### src/rtl/load_use_stall_unit_if.sv
// Control-path bundle between the ID/ALU pipeline registers and the stall/flush controller.
// The master modport is the pipeline side; the slave modport is the controller.
interface load_use_stall_unit_if #(
  parameter int STALL_CNT_WIDTH = 16
);
  logic [4:0]                 rs1_address_id_stage;
  logic [4:0]                 rs2_address_id_stage;
  logic                       rs1_used_id_stage;
  logic                       rs2_used_id_stage;
  logic [4:0]                 destination_address_alu_stage;
  logic                       mem_read_alu_stage;
  logic                       reg_write_alu_stage;
  logic                       data_memory_busy;
  logic                       branch_taken_alu_stage;

  logic                       pc_write_enable;
  logic                       if_id_write_enable;
  logic                       id_alu_bubble;
  logic                       if_id_flush;
  logic                       pipeline_freeze;
  logic [STALL_CNT_WIDTH-1:0] stall_count;

  modport master (
    output rs1_address_id_stage, rs2_address_id_stage,
    output rs1_used_id_stage, rs2_used_id_stage,
    output destination_address_alu_stage, mem_read_alu_stage, reg_write_alu_stage,
    output data_memory_busy, branch_taken_alu_stage,
    input  pc_write_enable, if_id_write_enable, id_alu_bubble,
    input  if_id_flush, pipeline_freeze, stall_count
  );

  modport slave (
    input  rs1_address_id_stage, rs2_address_id_stage,
    input  rs1_used_id_stage, rs2_used_id_stage,
    input  destination_address_alu_stage, mem_read_alu_stage, reg_write_alu_stage,
    input  data_memory_busy, branch_taken_alu_stage,
    output pc_write_enable, if_id_write_enable, id_alu_bubble,
    output if_id_flush, pipeline_freeze, stall_count
  );
endinterface

### src/rtl/load_use_stall_unit.sv
// Stall/flush controller for the ID->ALU boundary: one bubble per load-use pair,
// whole-pipe freeze while data memory is busy, ID squash on a taken branch.
//
// state      | meaning
// RUN        | normal flow, load-use hazards checked
// LOAD_STALL | bubble issued last cycle, hazard ignored (forwarding covers it)
// MEM_WAIT   | pipe was frozen last cycle, behaves as RUN once busy drops
module load_use_stall_unit #(
  parameter int STALL_CNT_WIDTH = 16
) (
  input logic                  clk,
  input logic                  reset,
  load_use_stall_unit_if.slave bus
);

  localparam logic [1:0] RUN        = 2'd0;
  localparam logic [1:0] LOAD_STALL = 2'd1;
  localparam logic [1:0] MEM_WAIT   = 2'd2;

  localparam logic [STALL_CNT_WIDTH-1:0] CNT_MAX = '1;

  logic [1:0]                 state;
  logic [1:0]                 next_state;
  logic [STALL_CNT_WIDTH-1:0] stall_count_q;

  logic load_in_alu;
  logic rs1_match;
  logic rs2_match;
  logic hazard;

  // A load to x0 never produces data anyone can depend on.
  always_comb begin
    load_in_alu = bus.mem_read_alu_stage & bus.reg_write_alu_stage &
                  (bus.destination_address_alu_stage != 5'd0);
    rs1_match   = bus.rs1_used_id_stage &
                  (bus.rs1_address_id_stage == bus.destination_address_alu_stage);
    rs2_match   = bus.rs2_used_id_stage &
                  (bus.rs2_address_id_stage == bus.destination_address_alu_stage);
    hazard      = load_in_alu & (rs1_match | rs2_match);
  end

  always_comb begin
    bus.pc_write_enable    = 1'b1;
    bus.if_id_write_enable = 1'b1;
    bus.id_alu_bubble      = 1'b0;
    bus.if_id_flush        = 1'b0;
    bus.pipeline_freeze    = 1'b0;
    next_state             = RUN;

    if (reset) begin
      bus.pc_write_enable    = 1'b0;
      bus.if_id_write_enable = 1'b0;
      bus.id_alu_bubble      = 1'b1;
      bus.if_id_flush        = 1'b1;
    end else if (bus.data_memory_busy) begin
      bus.pc_write_enable    = 1'b0;
      bus.if_id_write_enable = 1'b0;
      bus.pipeline_freeze    = 1'b1;
      next_state             = MEM_WAIT;
    end else if (bus.branch_taken_alu_stage) begin
      bus.id_alu_bubble      = 1'b1;
      bus.if_id_flush        = 1'b1;
    end else if (hazard && state != LOAD_STALL) begin
      // MEM_WAIT lands here too, so a pair frozen mid-stall still gets its bubble.
      bus.pc_write_enable    = 1'b0;
      bus.if_id_write_enable = 1'b0;
      bus.id_alu_bubble      = 1'b1;
      next_state             = LOAD_STALL;
    end
  end

  always_ff @(posedge clk) begin
    if (reset) begin
      state         <= RUN;
      stall_count_q <= '0;
    end else begin
      state <= next_state;
      if (!bus.pc_write_enable && stall_count_q != CNT_MAX)
        stall_count_q <= stall_count_q + 1'b1;
    end
  end

  assign bus.stall_count = stall_count_q;

endmodule

### src/flat_wrapper.sv
// flat-port wrapper written by rule: the top's interface ports become plain ports
module load_use_stall_unit_flat 
#(
  parameter int STALL_CNT_WIDTH = 16
)
  (clk, reset, bus_rs1_address_id_stage, bus_rs2_address_id_stage, bus_rs1_used_id_stage, bus_rs2_used_id_stage, bus_destination_address_alu_stage, bus_mem_read_alu_stage, bus_reg_write_alu_stage, bus_data_memory_busy, bus_branch_taken_alu_stage, bus_pc_write_enable, bus_if_id_write_enable, bus_id_alu_bubble, bus_if_id_flush, bus_pipeline_freeze, bus_stall_count);
  load_use_stall_unit_if #(.STALL_CNT_WIDTH(STALL_CNT_WIDTH)) bus_i ();
  input logic clk;
  input logic reset;
  input wire logic [$bits(bus_i.rs1_address_id_stage)-1:0] bus_rs1_address_id_stage;
  input wire logic [$bits(bus_i.rs2_address_id_stage)-1:0] bus_rs2_address_id_stage;
  input wire logic [$bits(bus_i.rs1_used_id_stage)-1:0] bus_rs1_used_id_stage;
  input wire logic [$bits(bus_i.rs2_used_id_stage)-1:0] bus_rs2_used_id_stage;
  input wire logic [$bits(bus_i.destination_address_alu_stage)-1:0] bus_destination_address_alu_stage;
  input wire logic [$bits(bus_i.mem_read_alu_stage)-1:0] bus_mem_read_alu_stage;
  input wire logic [$bits(bus_i.reg_write_alu_stage)-1:0] bus_reg_write_alu_stage;
  input wire logic [$bits(bus_i.data_memory_busy)-1:0] bus_data_memory_busy;
  input wire logic [$bits(bus_i.branch_taken_alu_stage)-1:0] bus_branch_taken_alu_stage;
  output wire logic [$bits(bus_i.pc_write_enable)-1:0] bus_pc_write_enable;
  output wire logic [$bits(bus_i.if_id_write_enable)-1:0] bus_if_id_write_enable;
  output wire logic [$bits(bus_i.id_alu_bubble)-1:0] bus_id_alu_bubble;
  output wire logic [$bits(bus_i.if_id_flush)-1:0] bus_if_id_flush;
  output wire logic [$bits(bus_i.pipeline_freeze)-1:0] bus_pipeline_freeze;
  output wire logic [$bits(bus_i.stall_count)-1:0] bus_stall_count;
  assign bus_i.rs1_address_id_stage = bus_rs1_address_id_stage;
  assign bus_i.rs2_address_id_stage = bus_rs2_address_id_stage;
  assign bus_i.rs1_used_id_stage = bus_rs1_used_id_stage;
  assign bus_i.rs2_used_id_stage = bus_rs2_used_id_stage;
  assign bus_i.destination_address_alu_stage = bus_destination_address_alu_stage;
  assign bus_i.mem_read_alu_stage = bus_mem_read_alu_stage;
  assign bus_i.reg_write_alu_stage = bus_reg_write_alu_stage;
  assign bus_i.data_memory_busy = bus_data_memory_busy;
  assign bus_i.branch_taken_alu_stage = bus_branch_taken_alu_stage;
  assign bus_pc_write_enable = bus_i.pc_write_enable;
  assign bus_if_id_write_enable = bus_i.if_id_write_enable;
  assign bus_id_alu_bubble = bus_i.id_alu_bubble;
  assign bus_if_id_flush = bus_i.if_id_flush;
  assign bus_pipeline_freeze = bus_i.pipeline_freeze;
  assign bus_stall_count = bus_i.stall_count;
  load_use_stall_unit #(.STALL_CNT_WIDTH(STALL_CNT_WIDTH)) u_core (.clk(clk), .reset(reset), .bus(bus_i));
endmodule
### config.mk
export PLATFORM = sky130hd
export DESIGN_NAME = load_use_stall_unit_flat
export DESIGN_NICKNAME = d
export VERILOG_FILES = /design/src/rtl/load_use_stall_unit_if.sv /design/src/rtl/load_use_stall_unit.sv /design/src/flat_wrapper.sv
export SDC_FILE = /design/constraint.sdc
export NUM_CORES = 1
export LEC_CHECK = 0
export BUFFER_PORTS_ARGS = -buffer_cell sky130_fd_sc_hd__clkbuf_2
export CAP_MARGIN = 20
export CORE_MARGIN = 2
export CORE_UTILIZATION = 42
export CTS_CLUSTER_DIAMETER = 60
export DETAILED_ROUTE_END_ITERATION = 10
export HOLD_SLACK_MARGIN = 0.05
export MAX_ROUTING_LAYER = met4
export PLACE_DENSITY = 0.76
export REMOVE_ABC_BUFFERS = 1
export SETUP_SLACK_MARGIN = 0.02
export SLEW_MARGIN = 20
export SYNTH_ARGS = -nofsm -noshare
export SYNTH_HDL_FRONTEND = slang
export SYNTH_SLANG_ARGS = --single-unit
### constraint.sdc
create_clock -name clk -period 1.9 [get_ports clk]
set_input_delay 0.38 -clock clk [delete_from_list [all_inputs] [get_ports clk]]
set_output_delay 0.38 -clock clk [all_outputs]
set_load 0.01 [all_outputs]
==> results of run 1 <==
## worst max-delay path, delay by kind of cell
family | cells | cell delay (ns)
AO/OA/AOI/OAI | 2 | 0.39
XOR/XNOR | 1 | 0.14
buffers and inverters | 4 | 0.53
AND/OR/NAND/NOR | 2 | 0.12
## report_power, final
| group | total, mW | internal [mW] | switching [mW] |
|---|---|---|---|
| logic | 0.187 | 0.0977 | 0.0892 |
| clock network | 0.235 | 0.117 | 0.118 |
| registers | 0.394 | 0.386 | 0.00826 |
| total | 0.816 | 0.600 | 0.216 |
## Yosys cell counts, drive strengths merged
| library cell | count |
|---|---|
| and3 | 1 |
| nor4 | 2 |
| dfxtp | 18 |
| nand3 | 4 |
| nand4 | 6 |
| nor2b | 1 |
| xor2 | 1 |
| a21oi | 17 |
| or3 | 12 |
| buf | 4 |
| or4 | 3 |
| clkbuf | 2 |
| a2111oi | 1 |
| ha | 1 |
| nand2 | 9 |
| a211oi | 2 |
| xnor2 | 10 |
| a21o | 1 |
| o31ai | 3 |
| mux2i | 1 |
| o22ai | 1 |
| or2 | 2 |
| nor2 | 7 |
| o21a | 1 |
| inv | 4 |
| o22a | 1 |
| o21ai | 12 |
| o2111ai | 1 |
## area by class of cell
class	count	area share, %
Multi-Input combinational cell	100	46.0
Inverter	4	0.907
Clock buffer	4	2.19
Tap cell	30	2.27
Timing Repair Buffer	68	26.6
Sequential cell	18	22.1
## cell families after synthesis
kind of cell | share of synthesized area [%]
flip-flops | 33.7
multiplexers | 0.937
AO/OA/AOI/OAI | 24.2
adder cells (fa/ha/maj) | 1.17
AND/OR/NAND/NOR | 25.2
buffers and inverters | 5.74
XOR/XNOR | 9.02
## cells in the final DEF, fill, tap and decap left out, types with 2 or more instances in the layout
cell type  count
a21oi_1       11
a21oi_2        5
buf_4         19
buf_6          7
clkbuf_2      40
clkbuf_4       3
clkbuf_8       2
dfxtp_1       14
dfxtp_2        4
inv_1          4
nand2_1        8
nand3_1        3
nand4_1        6
nor2_1         7
o21ai_0        5
o21ai_1        4
o21ai_2        3
o31ai_1        3
or3_1          9
or3_4          3
or4_1          2
xnor2_1        6
xnor2_2        4
## per-layer routing
layer / GRT usage [%] / up-vias / part of all wire (%)
met5: - / - / 0
met4: 7.50 / 0 / 0.40
met3: 1.91 / 2 / 6.0
met2: 43.8 / 38 / 55
met1: 21.5 / 589 / 38
li1: - / 600 / -
## per-stage QoR
step	setup TNS, ns	setup WS, ns
finish	-0.0732	-0.0389
global route	-1.15	-0.137
CTS	-0.0273	-0.0273
detailed placement	-2.89	-0.297
global placement	-1.54	-0.207
floorplan	-5.76	-0.405
## sequential cells by signal, summed over array words and instances (netlist names)
signal	count
u_core.bus.stall_count	16
u_core.state	2
## final timing paths
kind / start / endpoint / slack (ns) / cells past startpoint
max: bus_destination_address_alu_stage[3] / bus_id_alu_bubble / -0.04 / 9
min: bus_data_memory_busy / u_core.state[0]$_SDFF_PP0_ / 0.31 / 2
max reg2reg: u_core.bus.stall_count[1]$_SDFFE_PP0P_ / u_core.bus.stall_count[1]$_SDFFE_PP0P_ / -0.02 / 8
min reg2reg: u_core.bus.stall_count[9]$_SDFFE_PP0P_ / u_core.bus.stall_count[9]$_SDFFE_PP0P_ / 0.51 / 2
## timing repair
| item | in CTS | in global routing |
|---|---|---|
| pin swaps | 11 | 21 |
| endpoints found under the setup margin | 12 | 17 |
| cloned | 1 | 0 |
| gates resized for setup | 14 | 24 |
| setup buffers | 3 | 3 |
==> flow_metrics.env, run 1 <==
export IMPL_cts_hold_buf=0
export IMPL_route_detailed_drc=0
export IMPL_vias_per_cell=5.49
export IMPL_outcome="finished with violations"
export IMPL_skew_ns=0.00531
export IMPL_worst_pin_slew_ns=0.386
export IMPL_cp_slowest_cell="o22ai_2"
export IMPL_setup_viol=3
export IMPL_core_region_area_um2=2450
export IMPL_path_cells="clkbuf_2, buf_6, xnor2_2, nand2_1, o22ai_2, buf_4, nand2_4, a21oi_2, buf_2"
export IMPL_cts_sinks=18
export IMPL_power_leakage_nw=0.676
export IMPL_hold_viol_final=0
export IMPL_worst_setup_path_type="in2out"
export IMPL_ant_nets=0
export IMPL_cts_root_buf="clkbuf_4"
export IMPL_postLayoutCoreUtil_pct=67.4
export IMPL_synth_seq_area_share_pct=33.7
export IMPL_die_x_um=54.4
export IMPL_routed_wl_um=2980
export IMPL_antenna_found_initial=0
export IMPL_htreeDepth=1
export IMPL_max_freq_mhz=516
export IMPL_grt_overflow_total=0
export IMPL_startpoint_type="input port"
export IMPL_setup_ws_ns=-0.0389
export IMPL_num_rows=18
export IMPL_synth_area_top_cells="dfxtp_1 (34%), xnor2_1 (8.2%), a21oi_1 (7.5%), or3_1 (6.4%), nand4_1 (3.5%)"
export IMPL_wire_per_inst_um=13.3
export IMPL_violations="negative setup slack"
export IMPL_multiInputGateArea_um2=761
export IMPL_start_util_pct=43.5
export IMPL_ys_types=37
export IMPL_yosys_area_top_type_share_pct=33.7
export IMPL_nets=219
export IMPL_clockBufferDepth=2
export IMPL_final_area_um2=1660
export IMPL_critPathMaxStageDelay_ns=0.24
export IMPL_antenna_cells=0
export IMPL_p_per_area_nw_per_um2=493
export IMPL_layout_drive_gt1_share_pct=52.6
export IMPL_drv_slew=0
export IMPL_dp_hpwl_um=2190
export IMPL_cp_arrival_ns=1.56
export IMPL_ys_ff_latch=18
export IMPL_fin_cells=224
export IMPL_synth_area_leader_cell="dfxtp_1"
export IMPL_clock_latency_ns=0.29
export IMPL_drtPass1Iterations=4
export IMPL_ios=44
export IMPL_io_buffers=43
export IMPL_gp_congestion=0.709
export IMPL_grt_max_degree=17
export IMPL_grt_pass1_wl_um=4550
export IMPL_syn_inst=128
export IMPL_dieArea_um2=2960
export IMPL_clkSlewWorstSetupHoldPaths_ns=0.10
export IMPL_hold_slack_ns=0.309
export IMPL_cts_tree="built"
export IMPL_yosysWarningCount=0
export IMPL_avgSynthCellArea_um2=8.35
export IMPL_cp_max_fo=3
export IMPL_placed_cells=213
export IMPL_worstPathRequired_ns=1.52
export IMPL_min_path_type="in2reg"
export IMPL_fill_cells=203
export IMPL_relSlewSlack_pct=74.1
export IMPL_die_h_um=54.4
export IMPL_fin_crit_ns=1.94
export IMPL_grt_pass1_vias=1114
export IMPL_syn2layout_area_growth_pct=54.9
export IMPL_cts_buffers=3
export IMPL_fin_crit_sh_pct=102
export IMPL_gr_usage_all_layers_pct=21.8
export IMPL_peakVddDrop_mv=0.418
export IMPL_seq_area_um2=365
export IMPL_p_total_mw=0.816
export IMPL_rsz0062_at_grt="true"
export IMPL_maxCapViolCount=0
export IMPL_vias=1229
export IMPL_syn_cell_area_um2=1070
export IMPL_dpl_cell_area_um2=1410
export IMPL_cp_end_kind="primary output"
export IMPL_first_iter_violations=11
(Power assumes the default switching activity.)
==> inputs of run 2 (changes only) <==
BUFFER_PORTS_ARGS = unset   (was -buffer_cell sky130_fd_sc_hd__clkbuf_2)
CAP_MARGIN = unset   (was 20)
CORE_UTILIZATION = 55   (was 42)
DONT_BUFFER_PORTS = 1   (was unset)
MAX_ROUTING_LAYER = unset   (was met4)
PLACE_DENSITY = 0.75   (was 0.76)
==> run 2 against run 1 <==
The flow now finishes without violations; sequential share of layout area is 4.5 points higher; first-iteration DRC count is 27% lower; worst setup slack better by 0.066 ns; via count is 13% lower; count of clock-buffer cells in the layout is 1 lower; clock power is 19% lower; fmax is 3.5% higher; largest cell class unchanged; utilization is 9.3 points higher; combinational power is 37% lower; flip-flop and latch count stayed put.
==> flow_metrics.env, run 2 (synthesized netlist as in run 1, its figures left out) <==
export IMPL_outcome="finished, final reports clean"
export IMPL_max_freq_mhz=534
export IMPL_p_switching_mw=0.179
export IMPL_maxCapViolCount=0
export IMPL_final_cell_mix="buf_4 (20), dfxtp_1 (16), a21oi_1 (14), or3_1 (11), xnor2_1 (10)"
export IMPL_nets=176
export IMPL_core_region_area_um2=1780
export IMPL_drtPass1Iterations=4
export IMPL_power_leakage_nw=0.445
export IMPL_routed_wl_um=2690
export IMPL_mostFrequentLayoutCell="buf_4"
export IMPL_grt_max_degree=24
export IMPL_worst_pin_slew_ns=0.341
export IMPL_critPathTopFamily="simple AND/OR/NAND/NOR gates"
export IMPL_hold_viol_final=0
export IMPL_skew_ns=0.00322
export IMPL_drv_slew=0
export IMPL_layout_drive_gt1_share_pct=30.0
export IMPL_start_util_pct=59.9
export IMPL_htreeDepth=1
export IMPL_dieArea_um2=2310
export IMPL_cp_end_kind="flop"
export IMPL_syn2layout_area_growth_pct=28.0
export IMPL_startpoint_type="flop"
export IMPL_fin_crit_ns=1.87
export IMPL_clock_latency_ns=0.30
export IMPL_p_sw_share_pct=25.4
export IMPL_postLayoutCoreUtil_pct=76.7
export IMPL_cp_slowest_cell="or3_4"
export IMPL_vias=1070
export IMPL_fin_cells=175
export IMPL_path_buf_inv=1
export IMPL_combPwrFrac_pct=16.8
export IMPL_num_rows=15
export IMPL_hold_depth=1
export IMPL_cts_buffers=3
export IMPL_worstPathRequired_ns=2.10
export IMPL_route_detailed_drc=0
export IMPL_worst_setup_path_type="reg2reg"
export IMPL_ios=44
export IMPL_largest_reg_flops=16
export IMPL_fin_crit_sh_pct=98.6
export IMPL_die_h_um=48.1
export IMPL_first_iter_violations=8
export IMPL_clkSlewWorstSetupHoldPaths_ns=0.10
export IMPL_p_total_mw=0.702
export IMPL_ff2ff_setup_slack_ns=0.03
export IMPL_fill_cells=130
export IMPL_die_x_um=48.1
export IMPL_vias_per_cell=6.11
export IMPL_grt_pass1_wl_um=3750
export IMPL_ant_nets=0
export IMPL_gp_congestion=0.793
export IMPL_placed_cells=168
export IMPL_internal_power_mw=0.524
export IMPL_io_buffers=0
export IMPL_cp_arrival_ns=2.07
export IMPL_multiInputGateArea_um2=712
export IMPL_relSlewSlack_pct=77.2
export IMPL_grt_pass1_vias=974
export IMPL_hp_start="reset"
export IMPL_critPathMaxStageDelay_ns=0.38
export IMPL_pwr_share_seq_pct=56.1
export IMPL_r2r_end="u_core.bus.stall_count[1]$_SDFFE_PP0P_"
export IMPL_grt_overflow_total=0
export IMPL_p_per_area_nw_per_um2=513
export IMPL_ff2ff_path_depth=8
export IMPL_clockBufferDepth=2
export IMPL_cts_root_buf="clkbuf_4"
export IMPL_setup_viol=0
export IMPL_rsz0062_at_grt="true"
export IMPL_peakVddDrop_mv=0.427
export IMPL_rr_startpoint="u_core.bus.stall_count[0]$_SDFFE_PP0P_"
export IMPL_cp_max_fo=6
export IMPL_p_clk_share_pct=27.1
export IMPL_antenna_cells=0
export IMPL_cts_sinks=18
export IMPL_dp_hpwl_um=1860
export IMPL_worstHoldEndpoint="u_core.bus.stall_count[1]$_SDFFE_PP0P_"
export IMPL_gr_usage_all_layers_pct=23.0
export IMPL_cts_tree="built"
export IMPL_min_path_type="in2reg"
export IMPL_wire_per_inst_um=15.3
export IMPL_path_cells="ha_4, nand3_2, or3_4, o21a_1, a21oi_4, buf_6, mux2i_1, nor2_1"
export IMPL_antenna_found_initial=0
export IMPL_seq_area_um2=363
==> run 2: metal layers <==
layer	track usage, %	wire length, µm	up-vias
met5	0	0	-
li1	-	-	516
met4	12.4	93	0
met3	8.30	146	11
met2	41.6	1400	39
met1	22.5	1050	504
==> run 2: how the worst max path moves through the flow <==
| stage | depth (start not counted) | end | from |
|---|---|---|---|
| 6_report | 8 | u_core.bus.stall_count[1]$_SDFFE_PP0P_ | u_core.bus.stall_count[0]$_SDFFE_PP0P_ |
| 5_1_grt | 8 | u_core.bus.stall_count[1]$_SDFFE_PP0P_ | u_core.bus.stall_count[0]$_SDFFE_PP0P_ |
| 2_1_floorplan | 5 | u_core.bus.stall_count[11]$_SDFFE_PP0P_ | bus_destination_address_alu_stage[0] |
| 3_5_place_dp | 8 | u_core.bus.stall_count[9]$_SDFFE_PP0P_ | bus_destination_address_alu_stage[2] |
| 4_1_cts | 6 | bus_pc_write_enable | bus_destination_address_alu_stage[0] |
| 3_3_place_gp | 8 | u_core.bus.stall_count[9]$_SDFFE_PP0P_ | bus_destination_address_alu_stage[2] |
==> run 2: stage by stage <==
stage	setup TNS [ns]	hold slack (ns)	cell area (µm²)	setup WS (ns)
floorplan	-5.76	0.449	1020	-0.405
global placement	-0.0708	0.452	1220	-0.0523
detailed placement	-0.229	0.453	1220	-0.0820
CTS	0	0.129	1290	0.0258
global route	-0.132	0.117	1370	-0.0568
finish	0	0.129	1370	0.0273
==> run 2: area by class of cell <==
class	count	share of cell area, %
clock buffer	3	1.65
inverter	4	1.10
multi-input combinational	100	52.1
sequential	18	26.5
tap	25	2.29
timing repair buffer	25	16.4
==> run 2: repair_timing <==
item	in CTS	in global routing
cloned	1	0
pin swaps	2	5
gates resized for setup	5	13
endpoints found under the setup margin	8	15
buffers inserted	2	1
hold buffers	0	0
==> run 2: power by group through the flow <==
| stage | registers, mW | logic [mW] | clock network, mW |
|---|---|---|---|
| after floorplan | 0.405 | 0.0599 | 0 |
| after global placement | 0.398 | 0.0944 | 0 |
| after detailed placement | 0.399 | 0.0976 | 0 |
| after global routing | 0.395 | 0.128 | 0.208 |
| final | 0.394 | 0.118 | 0.190 |
| after CTS | 0.391 | 0.107 | 0.192 |
==> inputs of run 3 (changes only) <==
--- a/config.mk
+++ b/config.mk
@@ -6,5 +6,4 @@
 export NUM_CORES = 1
 export LEC_CHECK = 0
-export CORE_MARGIN = 2
 export CORE_UTILIZATION = 55
 export CTS_CLUSTER_DIAMETER = 60
==> constraint.sdc (replaced) <==
create_clock -name clk -period 1.9 [get_ports clk]
set_input_delay 0.19 -clock clk [delete_from_list [all_inputs] [get_ports clk]]
set_output_delay 0.19 -clock clk [all_outputs]
set_load 0.01 [all_outputs]
==> run 3 against run 2 <==
The flow now finishes with violations (negative hold slack); clock power increased by 29%; combinational power shrank 7%; register-to-register slack about the same; utilization fell by 1.7 points; flip-flop and latch count unchanged; via count grew 0.37%; largest power group unchanged.
==> flow_metrics.env, run 3 (synthesized netlist as in run 1, its figures left out) <==
export IMPL_drtPass1Iterations=4
export IMPL_combPwrFrac_pct=14.7
export IMPL_rsz0062_at_grt="true"
export IMPL_cp_max_fo=5
export IMPL_drv_slew=0
export IMPL_cts_buffers=3
export IMPL_clock_latency_ns=0.31
export IMPL_postLayoutCoreUtil_pct=75.0
export IMPL_grt_pass1_wl_um=3950
export IMPL_dp_hpwl_um=2000
export IMPL_cts_hold_buf=3
export IMPL_gr_usage_all_layers_pct=26.7
export IMPL_dieArea_um2=2120
export IMPL_clkSlewWorstSetupHoldPaths_ns=0.11
export IMPL_vias=1074
export IMPL_mostFrequentLayoutCell="buf_4"
export IMPL_skew_ns=0.00664
export IMPL_power_leakage_nw=0.436
export IMPL_peakVddDrop_mv=0.463
export IMPL_ant_nets=0
export IMPL_maxCapViolCount=0
export IMPL_htreeDepth=1
export IMPL_layout_drive_gt1_share_pct=26.2
export IMPL_cp_end_kind="flop"
export IMPL_hold_viol_final=16
export IMPL_final_cell_mix="buf_4 (18), a21oi_1 (16), dfxtp_1 (15), or3_1 (11), xnor2_1 (10)"
export IMPL_wire_per_inst_um=16.5
export IMPL_worstPathRequired_ns=2.15
export IMPL_grt_pass1_vias=1025
export IMPL_nets=174
export IMPL_largest_reg_flops=16
export IMPL_clockBufferDepth=2
export IMPL_relSlewSlack_pct=68.3
export IMPL_grt_max_degree=24
export IMPL_fill_cells=145
export IMPL_syn2layout_area_growth_pct=23.8
export IMPL_p_per_area_nw_per_um2=569
export IMPL_core_region_area_um2=1760
export IMPL_fin_crit_sh_pct=98.5
export IMPL_path_cells="buf_4, nand4_1, or2_4, nor2_2, o2111ai_2, or4_1, a21oi_1"
export IMPL_start_util_pct=60.6
export IMPL_startpoint_type="flop"
export IMPL_ios=44
export IMPL_num_rows=15
export IMPL_cts_root_buf="clkbuf_4"
export IMPL_cts_tree="built"
export IMPL_min_path_type="in2reg"
export IMPL_antenna_cells=0
export IMPL_die_h_um=46.1
export IMPL_path_buf_inv=1
export IMPL_p_switching_mw=0.194
export IMPL_multiInputGateArea_um2=686
export IMPL_gp_congestion=0.836
export IMPL_setup_viol=0
export IMPL_critPathTopFamily="simple AND/OR/NAND/NOR gates"
export IMPL_outcome="finished with violations"
export IMPL_critPathMaxStageDelay_ns=0.44
export IMPL_cp_slowest_cell="or4_1"
export IMPL_cts_sinks=18
export IMPL_fin_cells=174
export IMPL_p_clk_share_pct=32.8
export IMPL_violations="negative hold slack"
export IMPL_grt_overflow_total=0
export IMPL_hold_slack_ns=-0.0684
export IMPL_pwr_share_seq_pct=52.6
export IMPL_worst_setup_path_type="reg2reg"
export IMPL_placed_cells=166
export IMPL_internal_power_mw=0.558
export IMPL_die_x_um=46.1
export IMPL_routed_wl_um=2870
export IMPL_cp_arrival_ns=2.12
export IMPL_antenna_found_initial=0
export IMPL_seq_area_um2=367
export IMPL_fin_crit_ns=1.87
export IMPL_vias_per_cell=6.17
export IMPL_io_buffers=0
export IMPL_p_total_mw=0.752
export IMPL_p_sw_share_pct=25.8
export IMPL_first_iter_violations=17
export IMPL_max_freq_mhz=534
export IMPL_route_detailed_drc=0
export IMPL_worst_pin_slew_ns=0.471
-- run 3: changes by cell type in the layout (fill, tap and decap cells not counted), moves of 2 or more --
| cell | delta |
|---|---|
| buf_12 | -2 |
| a21oi_1 | +2 |
| buf_4 | -2 |
| a21oi_2 | -2 |
| dlygate4sd3_1 | +3 |
-- run 3: path summary, 6_finish.rpt --
check | cells past startpoint | slack (ns) | start | endpoint
max | 7 | 0.03 | u_core.bus.stall_count[1]$_SDFFE_PP0P_ | u_core.bus.stall_count[15]$_SDFFE_PP0P_
min | 1 | -0.07 | reset | u_core.bus.stall_count[1]$_SDFFE_PP0P_
max reg2reg | 7 | 0.03 | u_core.bus.stall_count[1]$_SDFFE_PP0P_ | u_core.bus.stall_count[15]$_SDFFE_PP0P_
min reg2reg | 2 | 0.57 | u_core.bus.stall_count[2]$_SDFFE_PP0P_ | u_core.bus.stall_count[2]$_SDFFE_PP0P_
-- run 3: what timing repair did --
action                                  in CTS  in global routing
endpoints found under the setup margin      11                 17
pin swaps                                    2                  1
endpoints found under the hold margin       18                 16
resized for setup                            5                  9
setup buffers                                1                  0
-- run 3: worst reg2reg max path, delay by kind of cell, from the launching register on --
family	cells	cell delay, ns
buf+inv	1	0.16
compound gates	2	0.32
flops	1	0.38
simple gates	4	0.95
-- run 3: area by class of cell --
| type | count | share of cell area (%) |
|---|---|---|
| inverter | 4 | 1.14 |
| clock buffer | 4 | 2.74 |
| timing repair buffer | 23 | 14.2 |
| tap | 25 | 2.37 |
| sequential | 18 | 27.7 |
| multi-input combinational | 100 | 51.8 |
-- run 3: power groups by stage --
stage | clock, mW | combinational (mW) | sequential, mW
6_report | 0.246 | 0.110 | 0.396
5_1_grt | 0.262 | 0.118 | 0.396
3_3_place_gp | 0 | 0.0909 | 0.398
2_1_floorplan | 0 | 0.0599 | 0.405
4_1_cts | 0.246 | 0.104 | 0.392
3_5_place_dp | 0 | 0.0956 | 0.399
-- run 3: metal layers --
| layer | global-route usage, % | part of all wire [%] | vias up |
|---|---|---|---|
| met5 | 0 | 0 | - |
| met4 | 15.3 | 3.9 | 0 |
| met3 | 5.49 | 6.6 | 11 |
| met2 | 50.4 | 51 | 50 |
| met1 | 26.3 | 39 | 496 |
| li1 | - | - | 517 |
-- run 3: through the flow --
| stage | cell area, µm² | setup slack [ns] | setup TNS (ns) |
|---|---|---|---|
| after floorplan | 1020 | -0.313 | -4.10 |
| final | 1320 | 0.0283 | 0 |
| after global routing | 1320 | -0.0461 | -0.0826 |
| after CTS | 1280 | 0.0295 | 0 |
| after detailed placement | 1200 | -0.0512 | -0.344 |
| after global placement | 1200 | 0.0468 | 0 |
